===== config.mk =====
export PLATFORM = sky130hd
export DESIGN_NAME = dbus_write_buffer
export DESIGN_NICKNAME = d
export VERILOG_FILES = /design/src/rtl/dbus_write_buffer.sv
export SDC_FILE = /design/constraint.sdc
export NUM_CORES = 1
export LEC_CHECK = 0
export BUFFER_PORTS_ARGS = -buffer_cell sky130_fd_sc_hd__buf_2
export CAP_MARGIN = 40
export CORE_AREA = 2 2 306 248
export DETAILED_ROUTE_END_ITERATION = 8
export DIE_AREA = 0 0 308 250
export PLACE_DENSITY_LB_ADDON = 0.25
export SLEW_MARGIN = 15
export SYNTH_ARGS = -nofsm -noshare
export SYNTH_HDL_FRONTEND = slang
export SYNTH_SLANG_ARGS = --single-unit

===== constraint.sdc =====
create_clock -name clk -period 5.08 [get_ports clk]
set_clock_uncertainty 0.05 [all_clocks]
set_input_delay 0.254 -clock clk [delete_from_list [all_inputs] [get_ports clk]]
set_output_delay 0.254 -clock clk [all_outputs]
set_load 0.05 [all_outputs]

===== src/rtl/dbus_write_buffer.sv =====
// Posted-write buffer between the core data-bus master and the memory slave.
// Stores are absorbed into a small FIFO and drained in the background; loads
// that hit a buffered store are forwarded from the youngest matching entry,
// and load misses go to memory ahead of any pending drain.
module dbus_write_buffer #(
  parameter int DEPTH  = 4,
  parameter int ADDR_W = 32,
  parameter int DATA_W = 32
) (
  input  logic              clk,
  input  logic              res_n,
  input  logic [ADDR_W-1:0] s_addr,
  input  logic              s_read,
  input  logic              s_write,
  input  logic [DATA_W-1:0] s_wdata,
  output logic [DATA_W-1:0] s_rdata,
  output logic              s_ready,
  output logic [ADDR_W-1:0] m_addr,
  output logic              m_read,
  output logic              m_write,
  output logic [DATA_W-1:0] m_wdata,
  input  logic [DATA_W-1:0] m_rdata,
  input  logic              m_ready,
  output logic              empty
);

  localparam int PTR_W = $clog2(DEPTH);
  localparam int CNT_W = PTR_W + 1;
  localparam logic [PTR_W-1:0] PTR_ONE = PTR_W'(1);
  localparam logic [CNT_W-1:0] CNT_ONE = CNT_W'(1);
  localparam logic [CNT_W-1:0] CNT_FULL = CNT_W'(DEPTH);

  typedef enum logic [1:0] {
    ST_IDLE  = 2'd0,
    ST_READ  = 2'd1,
    ST_DRAIN = 2'd2
  } state_t;

  state_t state_r, state_s;

  logic [ADDR_W-1:0] addr_mem_r [DEPTH];
  logic [DATA_W-1:0] data_mem_r [DEPTH];
  logic [PTR_W-1:0]  wr_ptr_r, rd_ptr_r;
  logic [CNT_W-1:0]  count_r;

  logic              m_read_r, m_write_r, m_read_s, m_write_s;
  logic [ADDR_W-1:0] m_addr_r, m_addr_s;
  logic [DATA_W-1:0] m_wdata_r, m_wdata_s;

  logic              full_s, empty_s, push_s, pop_s, read_req_s, hit_s;
  logic [DATA_W-1:0] hit_data_s;

  assign full_s     = (count_r == CNT_FULL);
  assign empty_s    = (count_r == {CNT_W{1'b0}});
  assign push_s     = s_write && !full_s;
  // A simultaneous store wins; the load is ignored for that cycle.
  assign read_req_s = s_read && !s_write;

  assign m_read  = m_read_r;
  assign m_write = m_write_r;
  assign m_addr  = m_addr_r;
  assign m_wdata = m_wdata_r;
  assign empty   = empty_s;

  // Forwarding search: walk oldest to youngest so the youngest word match wins.
  always_comb begin
    hit_s      = 1'b0;
    hit_data_s = {DATA_W{1'b0}};
    for (int k = 0; k < DEPTH; k++) begin
      if ((CNT_W'(k) < count_r) &&
          (addr_mem_r[rd_ptr_r + PTR_W'(k)][ADDR_W-1:2] == s_addr[ADDR_W-1:2])) begin
        hit_s      = 1'b1;
        hit_data_s = data_mem_r[rd_ptr_r + PTR_W'(k)];
      end else begin
        hit_s      = hit_s;
      end
    end
  end

  // Core-side completion and load data: stores, forwarded hits, memory reads.
  always_comb begin
    s_ready = 1'b0;
    s_rdata = hit_s ? hit_data_s : m_rdata;
    if (s_write) begin
      s_ready = !full_s;
    end else if (s_read && hit_s) begin
      s_ready = 1'b1;
    end else if (s_read && (state_r == ST_READ)) begin
      s_ready = m_ready;
    end else begin
      s_ready = 1'b0;
    end
  end

  // Next-state and next memory-port values; in-flight transfers hold until m_ready.
  always_comb begin
    state_s   = state_r;
    m_read_s  = m_read_r;
    m_write_s = m_write_r;
    m_addr_s  = m_addr_r;
    m_wdata_s = m_wdata_r;
    pop_s     = 1'b0;
    case (state_r)
      ST_IDLE: begin
        if (read_req_s && !hit_s) begin
          state_s  = ST_READ;
          m_read_s = 1'b1;
          m_addr_s = s_addr;
        end else if (!empty_s) begin
          state_s   = ST_DRAIN;
          m_write_s = 1'b1;
          m_addr_s  = addr_mem_r[rd_ptr_r];
          m_wdata_s = data_mem_r[rd_ptr_r];
        end else begin
          state_s = ST_IDLE;
        end
      end
      ST_READ: begin
        if (m_ready) begin
          state_s  = ST_IDLE;
          m_read_s = 1'b0;
        end else begin
          state_s = ST_READ;
        end
      end
      ST_DRAIN: begin
        if (m_ready) begin
          state_s   = ST_IDLE;
          m_write_s = 1'b0;
          pop_s     = 1'b1;
        end else begin
          state_s = ST_DRAIN;
        end
      end
      default: begin
        state_s   = ST_IDLE;
        m_read_s  = 1'b0;
        m_write_s = 1'b0;
      end
    endcase
  end

  // Control state, memory-port registers, FIFO pointers and occupancy.
  always_ff @(posedge clk or negedge res_n) begin
    if (!res_n) begin
      state_r   <= ST_IDLE;
      m_read_r  <= 1'b0;
      m_write_r <= 1'b0;
      m_addr_r  <= {ADDR_W{1'b0}};
      m_wdata_r <= {DATA_W{1'b0}};
      wr_ptr_r  <= {PTR_W{1'b0}};
      rd_ptr_r  <= {PTR_W{1'b0}};
      count_r   <= {CNT_W{1'b0}};
    end else begin
      state_r   <= state_s;
      m_read_r  <= m_read_s;
      m_write_r <= m_write_s;
      m_addr_r  <= m_addr_s;
      m_wdata_r <= m_wdata_s;
      if (push_s) begin
        wr_ptr_r <= wr_ptr_r + PTR_ONE;
      end
      if (pop_s) begin
        rd_ptr_r <= rd_ptr_r + PTR_ONE;
      end
      case ({push_s, pop_s})
        2'b10:   count_r <= count_r + CNT_ONE;
        2'b01:   count_r <= count_r - CNT_ONE;
        default: count_r <= count_r;
      endcase
    end
  end

  // Entry storage; contents beyond count are don't-care, cleared for determinism.
  always_ff @(posedge clk or negedge res_n) begin
    if (!res_n) begin
      for (int i = 0; i < DEPTH; i++) begin
        addr_mem_r[i] <= {ADDR_W{1'b0}};
        data_mem_r[i] <= {DATA_W{1'b0}};
      end
    end else if (push_s) begin
      addr_mem_r[wr_ptr_r] <= s_addr;
      data_mem_r[wr_ptr_r] <= s_wdata;
    end
  end

endmodule


# Word level (Yosys, flattened, before mapping)
# Cells that the tools add are included.
[op_classes]
reduce_logical = 20
bitwise = 9
n_mux = 56
order_cmp = 10
n_eq_ne = 15
add_sub_neg = 6
[ops]
columns = ["cell", "n"]
rows = [
  ["$mux 32", 24],
  ["$bmux 32 s2", 8],
  ["$bwmux 128", 2],
  ["$eq 30x30->1", 4],
  ["$demux 32 s2", 1],
  ["$ge 3x3->1 const B", 5],
  ["$not 2->3", 5],
  ["$mux 1", 14],
  ["$logic_and 1x1->1", 10],
  ["$ne 2x2->1 const B", 5],
  ["$lt 1x3->1 const A", 2],
  ["$lt 2x3->1 const A", 2],
  ["$mux 2", 3],
  ["$pmux 1 s3", 2],
  ["$pmux 2 s3", 1],
  ["$pmux 3 s2", 1],
  ["$reduce_and 3->1", 2],
  ["$add 2x1->2 const B", 2],
  ["$add 2x2->2 const B", 2],
  ["$eq 2x1->1 const B", 2],
  ["$eq 2x2->1 const B", 2],
  ["$not 1->1", 4],
  ["$reduce_and 4->1", 1],
  ["$add 3x1->3 const B", 1],
  ["9 further kinds", 11],
]
[totals]
inputBits = 101
output_inout_bits = 100
register_bits = 331

# Depth between registers and ports, before layout
[depth]
word_depth = 14
mapped_depth = 17
mapped_depth_nobuf = 11

# Least setup slack after synthesis
# Ideal clock, no wire load.
[synth_timing]
kind = "register to output"
startpoint = "register rd_ptr_r[1]"
endpoint = "output port s_rdata[19]"
path_stages_with_launch = 13
t_arrival_ps = 4178
setup_slack_ps = 598
path_cell_list = "dfrtp_1 buf_6 mux4_2 xnor2_1 nand4_1 or4_1 nor4b_4 clkbuf_1 buf_2 nand3_1 mux2i_1 o22ai_1 o21ai_0"
[synth_via]
elab_chain_cells = 11
word_cells_on_any_way = 48
cone_classes = "3 x add/sub; 4 x eq/ne; 33 x mux; 4 x bitwise; 4 x reduce/logical"
[synth_lines]
columns = ["item", "line", "rtl"]
rows = [
  ["start, declared", "43", "logic [PTR_W-1:0] wr_ptr_r, rd_ptr_r;"],
  ["start signal, assigned", "152", "rd_ptr_r <= {PTR_W{1'b0}};"],
  ["start signal, assigned", "164", "rd_ptr_r <= rd_ptr_r + PTR_ONE;"],
  ["$add 2x1->2 / $not 2->3 (equally long branches)", "71, 73", ""],
  ["$not 2->3 (implied by the code) / $bmux 32 s2 (equally long branches)", "71, 73", ""],
  ["$bmux 32 s2 / $mux 32 (equally long branches)", "71", "(addr_mem_r[rd_ptr_r + PTR_W'(k)][ADDR_W-1:2] == s_addr[ADDR_W-1:2])) begin"],
  ["$mux 32 (implied by the code)", "71", ""],
  ["$mux 32 (implied by the code) / $eq 30x30->1 (equally long branches)", "71", ""],
  ["$eq 30x30->1 / $logic_and 1x1->1 (equally long branches)", "71, 70", ""],
  ["$logic_and 1x1->1 (tied with other cells)", "70", "if ((CNT_W'(k) < count_r) &&"],
  ["$mux 32 / $mux 1 (equally long branches) (3 in series)", "70", ""],
  ["$mux 32 *", "83", "s_rdata = hit_s ? hit_data_s : m_rdata;"],
  ["end, declared", "16", "output logic [DATA_W-1:0] s_rdata,"],
]
# Mark *: on every way between the ends. The rest lies on a longest branch, timed or not. The select of a mux whose other input is x is not followed.

# Worst setup path in the final report
[layout_timing]
startpoint = "register rd_ptr_r[1]"
endpoint = "output port s_rdata[25]"
# Same word-level chain as after synthesis.

==> impl_metrics.yaml <==
routing:
  highest_layer: "met5"
  drcViolationCount: 0
  dr.pass1.iters: 6
  via_per_inst: 5.510
  totalWireLength_um: 77260
  met2WireLength_um: 34130
  wl_met1_um: 35330
  routedWlPerCell_um: 24.23
  vias: 17570
  dr_wl_met3_um: 5792
  drtIter0Drc: 1396
  ant_nets: 0
global_routing:
  grt_usage_pct: 19.76
  grt_pass1_vias: 18020
  grt_pass1_wl_um: 116500
  grt_max_degree: 126
  antenna_found_initial: 8
  grt-ovfl-total: 0
pwr:
  p_leak_nw: 11.33
  switching_share_pct: 46.11
  clkPwrFrac_pct: 14.6
  share_comb_of_total_power_pct: 59.1
  switchingPower_mw: 9.006
  seq_power_share_pct: 26.3
  power-per-cell-area_nw_per_um2: 754.4
  ir_drop_uv: 312.0
  internal_power_mw: 10.52
yosys:
  synth_top_flop_cell: "dfrtp_1"
  yosysUniqueCellTypes: 71
  synthAdderAreaFrac_pct: 0.5121
  synth_xor_area_share_pct: 4.342
  netlist_area_um2: 21990
  synth_mux_area_share_pct: 32.74
  ys_seq_area_share_pct: 37.67
  synth_area_per_cell_um2: 10.81
  yosys.area_share.simple_pct: 9.509
  yosys-top-cells-area: "dfrtp_1, mux2_2, mux2i_1"
  ys_seq_elements: 331
  netlist_instances: 2034
  synthArstFlopShare_pct: 100.0
  yosysTopAreaCell: "dfrtp_1"
  synth_compound_area_share_pct: 10.66
  synth-edff-count: 0
  synth_warnings: 0
  synth_top_area_share_pct: 37.67
  synth_top_family_by_area: "multiplexers"
  synth_nets: 2144
cts:
  cts.clk_slew.worst_paths_ns: 0.06
  cts_tree: "yes"
  cts-htree-levels: 2
  cts_num_sinks: 331
  numCtsBuffers: 41
  clk_latency_ns: 0.57
  cts-root-buf: "clkbuf_16"
  clockBufferDepth: 3
die:
  die_y_um: 250
  rows: 90
  die_area_um2: 77000
  core-area_um2: 74320
  start_util_pct: 29.58
  dieWidth_um: 308
  ioPinCount: 201
cells_and_area:
  regArea_um2: 8290
  final_layout_size_suffix_gt1_share_pct: 33.33
  fillers: 7461
  synthToLayoutAreaGrowth_pct: 17.74
  finalNetCount: 2306
  multi_input_area_um2: 12780
critical_path:
  worstPathArrival_ns: 4.64
  cp.required_ns: 4.78
  critPathKind: "flop to output pin"
  crit_path_end_kind: "output pin"
  worstSetupStartpointType: "flop"
  path_max_fanout: 22
timing:
  layout_setup_ws_ns: 0.1342
  maxSlewViolCount: 0
  rsz0062_at_grt: "false"
  worstMarginPinSlew_ns: 0.8939
  min_period_over_period_pct: 97.36
  min_period_ns: 4.946
  hold_viol: 0
  tns_ns: 0
  setup_violations: 0
  relSlewSlack_pct: 40.40
  timing.fmax_ghz: 0.2022
placement:
  port_buffers: 200
  pre_cts_ws_ns: 0.3152
  dp_hpwl_um: 51860
  gp_congestion: 0.9637
status:
  status: "completed"
worst_hold_path:
  hold_path.class: "primary input to flop"
flow_run:
  cap_violations: 0
[routing by layer]
layer,track usage [%],vias to the layer above
li1,-,7878
met1,27.65,8934
met2,30.15,606
met3,4.645,147
met4,5.882,6
met5,0,-
[worst paths after layout]
check	depth (start not counted)	to	slack, ns	from
min in group asynchronous	2	data_mem_r[81]	0.23	res_n
worst min-delay path	2	addr_mem_r[88]	0.07	s_addr[24]
worst max register to register	16	m_addr[6]	0.84	rd_ptr_r[1]
worst max-delay path	15	s_rdata[25]	0.13	rd_ptr_r[1]
worst min register to register	2	m_read	0.42	m_read
max in group asynchronous	3	m_wdata[1]	3.50	res_n
[cells by family after synthesis]
logic type / Yosys count
AND/OR/NAND/NOR: 428
adder cells (fa/ha/maj): 9
flip-flops: 331
multiplexers: 627
AO/OA/AOI/OAI: 319
XOR/XNOR: 109
buffers and inverters: 211
[synthesized netlist by cell type (8+ instances only)]
cell,number
xor2_1,22
ha_1,9
o221a_2,18
o21ai_0,90
mux2i_1,222
nor2b_1,25
buf_2,22
mux2_2,336
clkbuf_1,107
xnor2_1,87
and4b_1,12
inv_1,27
a221oi_1,20
buf_6,16
nor2_1,58
dfrtp_1,331
and3_1,24
a21oi_1,14
nand3_1,44
o31a_1,19
buf_4,11
mux4_2,37
a311o_1,14
mux2_1,32
nand2_1,197
o221ai_1,37
o22ai_1,34
buf_1,26
nand2b_1,8
nand4_1,17
[registers in the layout, summed over array words and instances (netlist names)]
signal      flops
m_addr         32
data_mem_r    128
count_r         3
state_r         2
wr_ptr_r        2
addr_mem_r    128
rd_ptr_r        2
m_write         1
m_read          1
m_wdata        32
[power by group through the flow]
stage / Combinational (mW) / Sequential (mW) / Clock [mW]
final: 11.5 / 5.13 / 2.86
after global routing: 12.3 / 5.33 / 3.04
after CTS: 11.3 / 5.13 / 2.94
after detailed placement: 11.1 / 5.23 / 0
after global placement: 11.0 / 5.14 / 0
after floorplan: 7.51 / 5.65 / 0
[metrics by stage]
step                total power [mW]  cells  util [%]  instance area (um^2)  hold slack, ns
global placement               16.11   3069     32.23                 23960          0.2998
floorplan                      13.15   2034         -                 21990        -0.09159
global route                   20.66   3187     34.82                 25880         0.06272
CTS                            19.42   3181     34.65                 25750         0.03068
finish                         19.53   3189     34.83                 25890         0.06511
detailed placement             16.36   3072     32.34                 24040          0.3162
[cell usage in the layout, fill, tap and decap left out, types with 41 or more instances in the layout]
master | netlist | routed
buf_4 | 11 | 43
nand2_1 | 197 | 193
o21ai_0 | 90 | 89
nor2_1 | 58 | 57
dfrtp_1 | 331 | 329
xnor2_1 | 87 | 87
buf_2 | 22 | 195
mux2_2 | 336 | 336
nand3_1 | 44 | 42
clkbuf_16 | 0 | 41
mux2i_1 | 222 | 220
[cell type report]
class                           instances  share of cell area [%]
Multi-Input combinational cell       1492                   49.39
Sequential cell                       331                   32.03
Timing Repair Buffer                  303                   8.608
Tap cell                              966                   4.669
Clock buffer                           56                   4.413
Clock inverter                         11                  0.4592
Inverter                               27                  0.4108
Antenna cell                            3                 0.02900
[worst max-delay path: stages (launching register included)]
cell and delay, ns:
dfrtp_4 0.50, buf_12 0.16, buf_4 0.15, buf_4 0.17
buf_4 0.17, mux2i_1 0.18, xor2_1 0.23, nand3_1 0.24
or3_1 0.46, a2111o_1 0.45, a211o_2 0.34, buf_4 0.24
o221ai_1 0.24, o31a_1 0.17, o21ai_1 0.11, buf_2 0.23
[timing repair]
item | 4_1_cts | 5_1_grt
pin swaps | 1 | 0
hold buffers | 36 | 0
endpoints found under the setup margin | 32 | 30
resized for setup | 3 | 8
hold endpoints to repair | 243 | 0
buffers inserted | 6 | 2
(Power assumes the default switching activity.)
